<file path="config.mk">
export PLATFORM = sky130hd
export DESIGN_NAME = pulse_ramp_gen
export DESIGN_NICKNAME = d
export VERILOG_FILES = /design/src/rtl/pulse_ramp_gen.sv
export SDC_FILE = /design/constraint.sdc
export NUM_CORES = 1
export LEC_CHECK = 0
export BUFFER_PORTS_ARGS = -buffer_cell sky130_fd_sc_hd__clkbuf_2
export CAP_MARGIN = 15
export CORE_ASPECT_RATIO = 0.8
export CORE_MARGIN = 2
export CORE_UTILIZATION = 40
export DETAILED_ROUTE_END_ITERATION = 10
export PLACE_DENSITY = 0.55
export REMOVE_ABC_BUFFERS = 1
export SYNTH_ARGS = -nofsm -noshare
export SYNTH_HDL_FRONTEND = slang
export SYNTH_SLANG_ARGS = --single-unit
</file>
<file path="constraint.sdc">
create_clock -name clk -period 6.6 [get_ports clk]
set_input_delay 0.66 -clock clk [delete_from_list [all_inputs] [get_ports clk]]
set_output_delay 0.66 -clock clk [all_outputs]
set_load 0.01 [all_outputs]
</file>
<file path="src/rtl/pulse_ramp_gen.sv">
// pulse_ramp_gen: trapezoidal pulse sample generator feeding a DAC/source stage.
// Waveform: DELAY (once per start), then RISE, HIGH, FALL, LOW repeating.
// Durations count accepted samples, so back-pressure never distorts the shape.
//
// Ports:
//   clk, reset        rising-edge clock, synchronous active-high reset
//   enable            level-sensitive run request
//   cfg_valid/ready   configuration handshake (ready only while idle)
//   cfg_v_low/high    plateau levels; cfg_rise/fall_step ramp steps (0 = jump)
//   cfg_td/th/tl      delay, high and low plateau lengths in samples
//   cfg_err           one-cycle pulse when a config with v_high < v_low is offered
//   out_valid/ready   sample stream handshake; out_data sample code
//   running           generator is not idle
// Optional build macro PULSE_RAMP_GEN_BURST_EN adds cfg_burst (period count,
// 0 = unlimited) and a one-cycle done pulse when the burst completes.
module pulse_ramp_gen #(
  parameter int WIDTH = 16,
  parameter int CNT_W = 24
) (
  input  logic             clk,
  input  logic             reset,
  input  logic             enable,
  input  logic             cfg_valid,
  output logic             cfg_ready,
  input  logic [WIDTH-1:0] cfg_v_low,
  input  logic [WIDTH-1:0] cfg_v_high,
  input  logic [WIDTH-1:0] cfg_rise_step,
  input  logic [WIDTH-1:0] cfg_fall_step,
  input  logic [CNT_W-1:0] cfg_td,
  input  logic [CNT_W-1:0] cfg_th,
  input  logic [CNT_W-1:0] cfg_tl,
  output logic             cfg_err,
`ifdef PULSE_RAMP_GEN_BURST_EN
  input  logic [CNT_W-1:0] cfg_burst,
  output logic             done,
`endif
  output logic             out_valid,
  input  logic             out_ready,
  output logic [WIDTH-1:0] out_data,
  output logic             running
);

  typedef enum logic [2:0] {
    S_IDLE, S_DELAY, S_RISE, S_HIGH, S_FALL, S_LOW
  } state_t;

  state_t           r_state, w_state_n;
  logic [CNT_W-1:0] r_cnt, w_cnt_n;
  logic [WIDTH-1:0] r_data, w_data_n;
  logic             r_valid, w_valid_n;
  logic             r_cfg_err;

  logic [WIDTH-1:0] r_v_low, r_v_high, r_rise, r_fall;
  logic [CNT_W-1:0] r_td, r_th, r_tl;

`ifdef PULSE_RAMP_GEN_BURST_EN
  logic [CNT_W-1:0] r_burst, r_period, w_period_n, w_period_inc;
  logic             r_done, w_done_n, r_hold, w_hold_n, w_period_end;
`endif

  logic             w_cfg_bad, w_cfg_acc, w_xfer;
  logic [WIDTH-1:0] w_rise_base, w_rise_val, w_fall_val;
  logic [WIDTH:0]   w_sum, w_diff;

  assign w_cfg_bad = cfg_v_high < cfg_v_low;
  assign w_cfg_acc = cfg_valid & cfg_ready & ~w_cfg_bad;
  assign w_xfer    = r_valid & out_ready;

  // Ramps are computed one bit wider and clamped to the plateau levels.
  assign w_rise_base = (r_state == S_RISE) ? r_data : r_v_low;
  assign w_sum       = {1'b0, w_rise_base} + {1'b0, r_rise};
  assign w_rise_val  = ((r_rise == '0) || (w_sum >= {1'b0, r_v_high}))
                       ? r_v_high : w_sum[WIDTH-1:0];
  assign w_diff      = {1'b0, r_data} - {1'b0, r_fall};
  assign w_fall_val  = ((r_fall == '0) || w_diff[WIDTH] ||
                        (w_diff[WIDTH-1:0] <= r_v_low))
                       ? r_v_low : w_diff[WIDTH-1:0];

  always_comb begin
    w_state_n = r_state;
    w_cnt_n   = r_cnt;
    w_data_n  = r_data;
    w_valid_n = r_valid;
`ifdef PULSE_RAMP_GEN_BURST_EN
    w_period_n   = r_period;
    w_period_inc = r_period + CNT_W'(1);
    w_done_n     = 1'b0;
    w_hold_n     = r_hold;
    w_period_end = 1'b0;
    if (!enable) w_hold_n = 1'b0;
`endif
    if (r_state == S_IDLE) begin
      w_valid_n = 1'b0;
      // A configuration offer takes the cycle; the start follows once it is gone.
`ifdef PULSE_RAMP_GEN_BURST_EN
      if (enable && !cfg_valid && !r_hold) begin
        w_period_n = '0;
`else
      if (enable && !cfg_valid) begin
`endif
        w_valid_n = 1'b1;
        if (r_td != '0) begin
          w_state_n = S_DELAY;
          w_cnt_n   = r_td;
          w_data_n  = r_v_low;
        end else begin
          w_state_n = S_RISE;
          w_data_n  = w_rise_val;
        end
      end
    end else if (!enable) begin
      w_state_n = S_IDLE;
      w_valid_n = 1'b0;
    end else if (w_xfer) begin
      unique case (r_state)
        S_DELAY: begin
          if (r_cnt > CNT_W'(1)) begin
            w_cnt_n = r_cnt - CNT_W'(1);
          end else begin
            w_state_n = S_RISE;
            w_data_n  = w_rise_val;
          end
        end
        S_RISE: begin
          if (r_data == r_v_high) begin
            if (r_th != '0) begin
              w_state_n = S_HIGH;
              w_cnt_n   = r_th;
              w_data_n  = r_v_high;
            end else begin
              w_state_n = S_FALL;
              w_data_n  = w_fall_val;
            end
          end else begin
            w_data_n = w_rise_val;
          end
        end
        S_HIGH: begin
          if (r_cnt > CNT_W'(1)) begin
            w_cnt_n = r_cnt - CNT_W'(1);
          end else begin
            w_state_n = S_FALL;
            w_data_n  = w_fall_val;
          end
        end
        S_FALL: begin
          if (r_data == r_v_low) begin
            if (r_tl != '0) begin
              w_state_n = S_LOW;
              w_cnt_n   = r_tl;
              w_data_n  = r_v_low;
            end else begin
              w_state_n = S_RISE;
              w_data_n  = w_rise_val;
`ifdef PULSE_RAMP_GEN_BURST_EN
              w_period_end = 1'b1;
`endif
            end
          end else begin
            w_data_n = w_fall_val;
          end
        end
        S_LOW: begin
          if (r_cnt > CNT_W'(1)) begin
            w_cnt_n = r_cnt - CNT_W'(1);
          end else begin
            w_state_n = S_RISE;
            w_data_n  = w_rise_val;
`ifdef PULSE_RAMP_GEN_BURST_EN
            w_period_end = 1'b1;
`endif
          end
        end
        default: w_state_n = S_IDLE;
      endcase
`ifdef PULSE_RAMP_GEN_BURST_EN
      // Burst end overrides the wrap to RISE; hold off restart until enable drops.
      if (w_period_end) begin
        if ((r_burst != '0) && (w_period_inc == r_burst)) begin
          w_state_n = S_IDLE;
          w_valid_n = 1'b0;
          w_data_n  = r_data;
          w_done_n  = 1'b1;
          w_hold_n  = 1'b1;
        end else begin
          w_period_n = w_period_inc;
        end
      end
`endif
    end
  end

  always_ff @(posedge clk) begin
    if (reset) begin
      r_state   <= S_IDLE;
      r_cnt     <= '0;
      r_data    <= '0;
      r_valid   <= 1'b0;
      r_cfg_err <= 1'b0;
      r_v_low   <= '0;
      r_v_high  <= '0;
      r_rise    <= '0;
      r_fall    <= '0;
      r_td      <= '0;
      r_th      <= '0;
      r_tl      <= '0;
`ifdef PULSE_RAMP_GEN_BURST_EN
      r_burst   <= '0;
      r_period  <= '0;
      r_done    <= 1'b0;
      r_hold    <= 1'b0;
`endif
    end else begin
      r_state   <= w_state_n;
      r_cnt     <= w_cnt_n;
      r_data    <= w_data_n;
      r_valid   <= w_valid_n;
      r_cfg_err <= cfg_valid & cfg_ready & w_cfg_bad;
      if (w_cfg_acc) begin
        r_v_low  <= cfg_v_low;
        r_v_high <= cfg_v_high;
        r_rise   <= cfg_rise_step;
        r_fall   <= cfg_fall_step;
        r_td     <= cfg_td;
        r_th     <= cfg_th;
        r_tl     <= cfg_tl;
`ifdef PULSE_RAMP_GEN_BURST_EN
        r_burst  <= cfg_burst;
`endif
      end
`ifdef PULSE_RAMP_GEN_BURST_EN
      r_period <= w_period_n;
      r_done   <= w_done_n;
      r_hold   <= w_hold_n;
`endif
    end
  end

  assign cfg_ready = (r_state == S_IDLE);
  assign cfg_err   = r_cfg_err;
  assign out_valid = r_valid;
  assign out_data  = r_data;
  assign running   = (r_state != S_IDLE);
`ifdef PULSE_RAMP_GEN_BURST_EN
  assign done      = r_done;
`endif

endmodule
</file>
======== Word level (Yosys, flattened, before mapping) ========
Index checks and enable logic that the tools add are counted.
operators by class
  add/subtract/negate cells ............... 3
  $lt $le $gt $ge ......................... 4
  eq/ne operators ......................... 22
  multiplexer cells ....................... 41
  bitwise operators ....................... 5
  reductions and logical operators ........ 21
operators by type and width
  kind                                                            number
  two-way mux 24 bit                                              10
  two-way mux 16 bit                                              14
  one-hot mux 24 bit (3 select lines)                             1
  nonzero test 24 bit                                             3
  one-hot mux 16 bit (4 select lines)                             1
  equality test 16 bit                                            2
  zero test 16 bit                                                2
  two-way mux 3 bit                                               10
  greater-than comparator 24 x 1 -> 1 bit, second input constant  1
  subtractor 24 x 1 -> 24 bit, second input constant              1
  adder 16 x 16 -> 17 bit                                         1
  greater-or-equal comparator 17 x 16 -> 1 bit                    1
  subtractor 16 x 16 -> 17 bit                                    1
  <= comparator 16 bit                                            1
  less-than comparator 16 bit                                     1
  != test 3 bit, second input constant                            4
  != test 4 bit, second input constant                            3
  one-hot mux 3 bit (4 select lines)                              1
  AND reduction 6 bit                                             2
  AND reduction 10 bit                                            1
  equality test 3 x 2 -> 1 bit, second input constant             2
  equality test 3 bit, second input constant                      2
  != test 2 x 1 -> 1 bit, second input constant                   3
  != test 3 x 1 -> 1 bit, second input constant                   2
  17 further kinds                                                26
word-level totals
  register bits after elaboration ......... 181
  input bits .............................. 141
  output and inout bits ................... 20
  logic and storage cells ................. 108

======== Depth between registers and ports, before layout ========
  word-level depth ........................ 12
  mapped depth ............................ 24
  mapped depth without buffers ............ 22

======== Worst setup path before layout ========
Ideal clock, no wire load.
  path type ............................... register -> register
  from .................................... register r_state[2]
  to ...................................... register r_data[6] (netlist: out_data[6])
  library setup time ...................... 0.065 ns
  arrival ................................. 4.747 ns
  data required time ...................... 6.535 ns
  path slack .............................. 1.788 ns
  cell stages (with the launch flop) ...... 23
  buffers on the path ..................... 2
  clock period less this slack ............ 4.812 ns
  cells stage by stage .................... dfxtp_1 -> clkbuf_1 -> nand2b_1 -> nor2_1 -> clkbuf_1 -> nor2_1 -> a21o_1 -> ha_1 -> a211oi_1 -> o211ai_1 -> a31o_2 -> a211oi_1 -> xnor2_1 -> ha_1 -> o21a_1 -> o21ai_0 -> a311oi_1 -> nor3_1 -> o211ai_2 -> mux2i_1 -> a2111oi_0 -> a2111oi_0 -> nor2_1
on the way
  cells in the longest elaborated chain, start to end .. 12
  elaborated cells between the ends (all ways) .. 29
  those cells by class .................... add/sub: 1; order compare: 1; eq/ne: 8; mux: 12; reduce/logical: 7
ends and longest elaborated chain
  element                                       RTL line  source
  from (decl)                                   47        state_t r_state, w_state_n;
  from (signal assigned)                        214       r_state <= w_state_n;
  equality test 3 x 2 -> 1 bit                  70, 115
  two-way mux 16 bit                            70        assign w_rise_base = (r_state == S_RISE) ? r_data : r_v_low;
  adder 16 x 16 -> 17 bit                       71        assign w_sum = {1'b0, w_rise_base} + {1'b0, r_rise};
  greater-or-equal comparator 17 x 16 -> 1 bit  72        assign w_rise_val = ((r_rise == '0) || (w_sum >= {1'b0, r_v_high}))
  logical OR 1 bit                              72
  two-way mux 16 bit                            73        ? r_v_high : w_sum[WIDTH-1:0];
  two-way mux 16 bit                            148       if (r_tl != '0) begin
  two-way mux 16 bit                            147       if (r_data == r_v_low) begin
  one-hot mux 16 bit (4 select lines)           115       unique case (r_state)
  two-way mux 16 bit                            114       end else if (w_xfer) begin
  two-way mux 16 bit                            111       end else if (!enable) begin
  two-way mux 16 bit                            92        if (r_state == S_IDLE) begin
  to (signal assigned)                          216       r_data <= w_data_n;
  to (decl)                                     49        logic [WIDTH-1:0] r_data, w_data_n;
Several ways; a longest one is shown, not always the timed one. The select of a mux whose other input is x is not followed.
A chain may end at the register's enable or synchronous reset.

======== Worst setup path in the final report ========
  from .................................... register r_state[1]
  to ...................................... register r_data[6] (netlist: out_data[6])
Same word-level chain as after synthesis.

==> results by group <==
Clock tree
  • Post-CTS setup repair buffer count: 0
  • Clock edge transition at the registers on the reported setup and hold paths: 90 ps
  • CTS-repair resized insts: 0
  • Later-pin clock latency in the skew report: 460 ps
  • Cell at the root of the clock tree: sky130_fd_sc_hd__clkbuf_16
  • Number of buffers created by CTS: 17
  • Clock tree sinks: 181
  • Hold_buf cts: 0
  • Count of H-tree levels built during CTS: 4
  • Number of buffers on the longest clock path: 2
  • CTS tree: done

STA
  • Highest attainable clock frequency: 0.178 GHz
  • Unrepaired setup endpoints after global routing: false
  • Final Skew: 19.8 ps
  • Final worst path period need: 5600 ps
  • Final number of max-transition violations: 0
  • Count of endpoints failing setup in the final report: 0
  • Slew headroom: 0.312
  • TNS Setup: 0 ps
  • Final hold violation count: 0
  • Final cycle utilization of the critical path: 0.849
  • Post-layout worst setup margin: 996 ps
  • Worst Tran Pin Value: 1020 ps

Synthesis
  • Cell area after synthesis: 12500 sq um
  • Synth Warn #: 0
  • Synthesized area per cell: 8.03 sq um
  • Yosys cell types: 72
  • Async set-reset flop share out of synthesis: 0
  • Largest cells by area after synthesis: sky130_fd_sc_hd__dfxtp_1, sky130_fd_sc_hd__mux2i_1, sky130_fd_sc_hd__ha_1, sky130_fd_sc_hd__nor2_1, sky130_fd_sc_hd__a21oi_1
  • Portion of the post-synthesis area used by sequential elements: 0.291
  • Flops & latches, synth: 181
  • Main flop type after synthesis: sky130_fd_sc_hd__dfxtp_1
  • Number of enable-type register cells in the synthesized netlist: 0
  • Proportion of netlist area held by the largest area contributor: 0.291
  • Post-synthesis instance total: 1552
  • Largest area contributor in the netlist: sky130_fd_sc_hd__dfxtp_1

Cells and area
  • Total Nets Final: 1901
  • FF+latch area: 3620 sq um
  • Most common library cell in the layout ignoring fill and taps: sky130_fd_sc_hd__nor2_1
  • Diode insertion count for antenna repair: 0
  • Area of the multi-input gates: 8230 sq um
  • Filler Cells Inserted: 3145
  • Top library cells by usage in the layout, fill and taps aside: sky130_fd_sc_hd__nor2_1, sky130_fd_sc_hd__dfxtp_1, sky130_fd_sc_hd__mux2i_1, sky130_fd_sc_hd__clkbuf_2, sky130_fd_sc_hd__nand2_1
  • Share of layout cells above drive strength 1: 0.146
  • Area Growth Syn to Fin: 15.2%
  • Final std cell area, no fill: 14400 sq um

Global routing
  • Number of antenna violations at the first check in global routing: 0
  • First-pass GRT wire length: 66.8 mm
  • All-layer global routing usage: 0.261
  • Pin count of the biggest net entering global routing: 92
  • Remaining global-route overflow: 0
  • Via count of the first global-routing pass: 11554

Drt
  • Final wirelength: 43.1 mm
  • DR DRC count: 0
  • Detail Route Antenna Nets: 0
  • First-iteration detailed-routing DRC count: 1039
  • Detailed Routing Iterations Pass 1: 5
  • Via count: 12110
  • Avg Vias per Cell: 5.76
  • Wire length per cell after detailed routing: 20.5 microns

Worst hold path
  • Worst hold start: cfg_fall_step[10]
  • Worst min-delay path class: input pin to flip-flop

Critical path
  • Required @ worst endpoint: 6980 ps
  • Worst endpoint data arrival time: 5980 ps
  • Origin of the critical flop-to-flop path: r_state[1]
  • Worst setup EP type: flip-flop
  • Minimum setup slack among reg-to-reg paths: 1000 ps
  • Startpoint types: flip-flop
  • Setup CP Type: flip-flop to flip-flop
  • First element of the critical path: r_state[1]
  • Peak fanout along the critical path: 31

Place
  • Worst-case setup slack after placement: 1120 ps
  • Count of buffers inserted at the top-level ports: 160
  • Post-DP HPWL: 32.9 mm
  • Total cell area at the placement stage: 13700 sq um
  • Routability-driven placement congestion ratio: 0.963

Floorplan
  • Die Area: 32600 sq um
  • Number of standard-cell rows in the floorplan: 57
  • Core ar.: 30500 sq um
  • Die Height: 162 microns
  • Effective utilization at floorplan: 0.408
  • Top-level port count: 161
  • Horizontal die dimension: 201 microns

Power and ir drop
  • Leak pwr: 6.72 nW
  • Power per cell area: 417 nW/um^2
  • Peak supply drop: 0.000207 V

Status
  • Outcome: finished clean

Flow run
  • Count of max-cap constraint violations: 0
-- state kept, by name, summed over array words and instances (netlist names) --
register   count
cfg_err        1
out_data      16
out_valid      1
r_cnt         24
r_fall        16
r_rise        16
r_state        3
r_td          24
r_th          24
r_tl          24
r_v_high      16
r_v_low       16
-- power breakdown --
group | internal, mW | switching [mW] | total [mW]
combinational | 1.30 | 2.10 | 3.41
sequential | 1.24 | 0.221 | 1.46
clock | 0.587 | 0.527 | 1.11
-- worst paths after layout --
check	to	depth (start not counted)
worst max register to register	out_data[6]	22
worst max-delay path	out_data[6]	22
worst min register to register	r_cnt[23]	2
worst min-delay path	r_fall[10]	3
-- synth_stat cells, drive strengths merged, types with 11 or more instances --
master and number:
and2 12, o211ai 11, nand4 21, nand2 93, a22oi 13, a211oi 31
nor4 38, xor2 25, ha 82, inv 83, a21oi 83, nor3 34
xnor2 40, o22ai 14, a221oi 13, mux2 12, nor2 253, buf 28
a21o 16, o21ai 85, clkbuf 53, nand3 19, dfxtp 181, mux2i 165
-- layer usage --
layer | track usage | routed length, microns
met5 | 0 | 0
met4 | 0.0836 | 1040
met3 | 0.0385 | 2590
met2 | 0.425 | 19600
met1 | 0.357 | 19900
-- cell type report --
class	instances	area share
timing repair buffer	186	0.0716
tap	413	0.0360
sequential	181	0.252
multi-input combinational	1206	0.573
inverter	84	0.0220
clock inverter	15	0.0149
clock buffer	17	0.0296
-- cell families after synthesis --
| logic type | share of synthesized area |
|---|---|
| AOI/OAI and AO/OA | 0.198 |
| DFF | 0.291 |
| adders and majority gates | 0.0855 |
| xor gates and xnor gates | 0.0457 |
| buffers and inverters | 0.0514 |
| and+or+nand+nor | 0.185 |
| muxes | 0.143 |
-- per-stage QoR --
stage | hold WS [ps] | util | instances | power (mW)
6_report | 426 | 0.470 | 2102 | 5.98
5_1_grt | 431 | 0.470 | 2102 | 6.38
4_1_cts | 408 | 0.470 | 2102 | 5.96
3_5_place_dp | 465 | 0.449 | 2070 | 4.81
3_3_place_gp | 457 | 0.449 | 2070 | 4.79
2_1_floorplan | 439 | - | 1471 | 3.86
-- critical path, cell delays in order (launching register included) --
cell	delay (ps)
sky130_fd_sc_hd__dfxtp_1	330
sky130_fd_sc_hd__buf_4	260
sky130_fd_sc_hd__nand2b_1	100
sky130_fd_sc_hd__nor2_1	90
sky130_fd_sc_hd__buf_4	290
sky130_fd_sc_hd__nor2_1	70
sky130_fd_sc_hd__a21o_1	180
sky130_fd_sc_hd__ha_1	290
sky130_fd_sc_hd__a211oi_1	260
sky130_fd_sc_hd__o211ai_1	200
sky130_fd_sc_hd__a31o_2	300
sky130_fd_sc_hd__a211oi_1	290
sky130_fd_sc_hd__xnor2_1	220
sky130_fd_sc_hd__ha_1	310
sky130_fd_sc_hd__o21a_1	180
sky130_fd_sc_hd__o21ai_0	310
sky130_fd_sc_hd__a311oi_1	110
sky130_fd_sc_hd__nor3_1	230
sky130_fd_sc_hd__o211ai_2	370
sky130_fd_sc_hd__mux2i_1	250
sky130_fd_sc_hd__a2111oi_0	560
sky130_fd_sc_hd__a2111oi_0	150
sky130_fd_sc_hd__nor2_1	150
(Power assumes the default switching activity.)
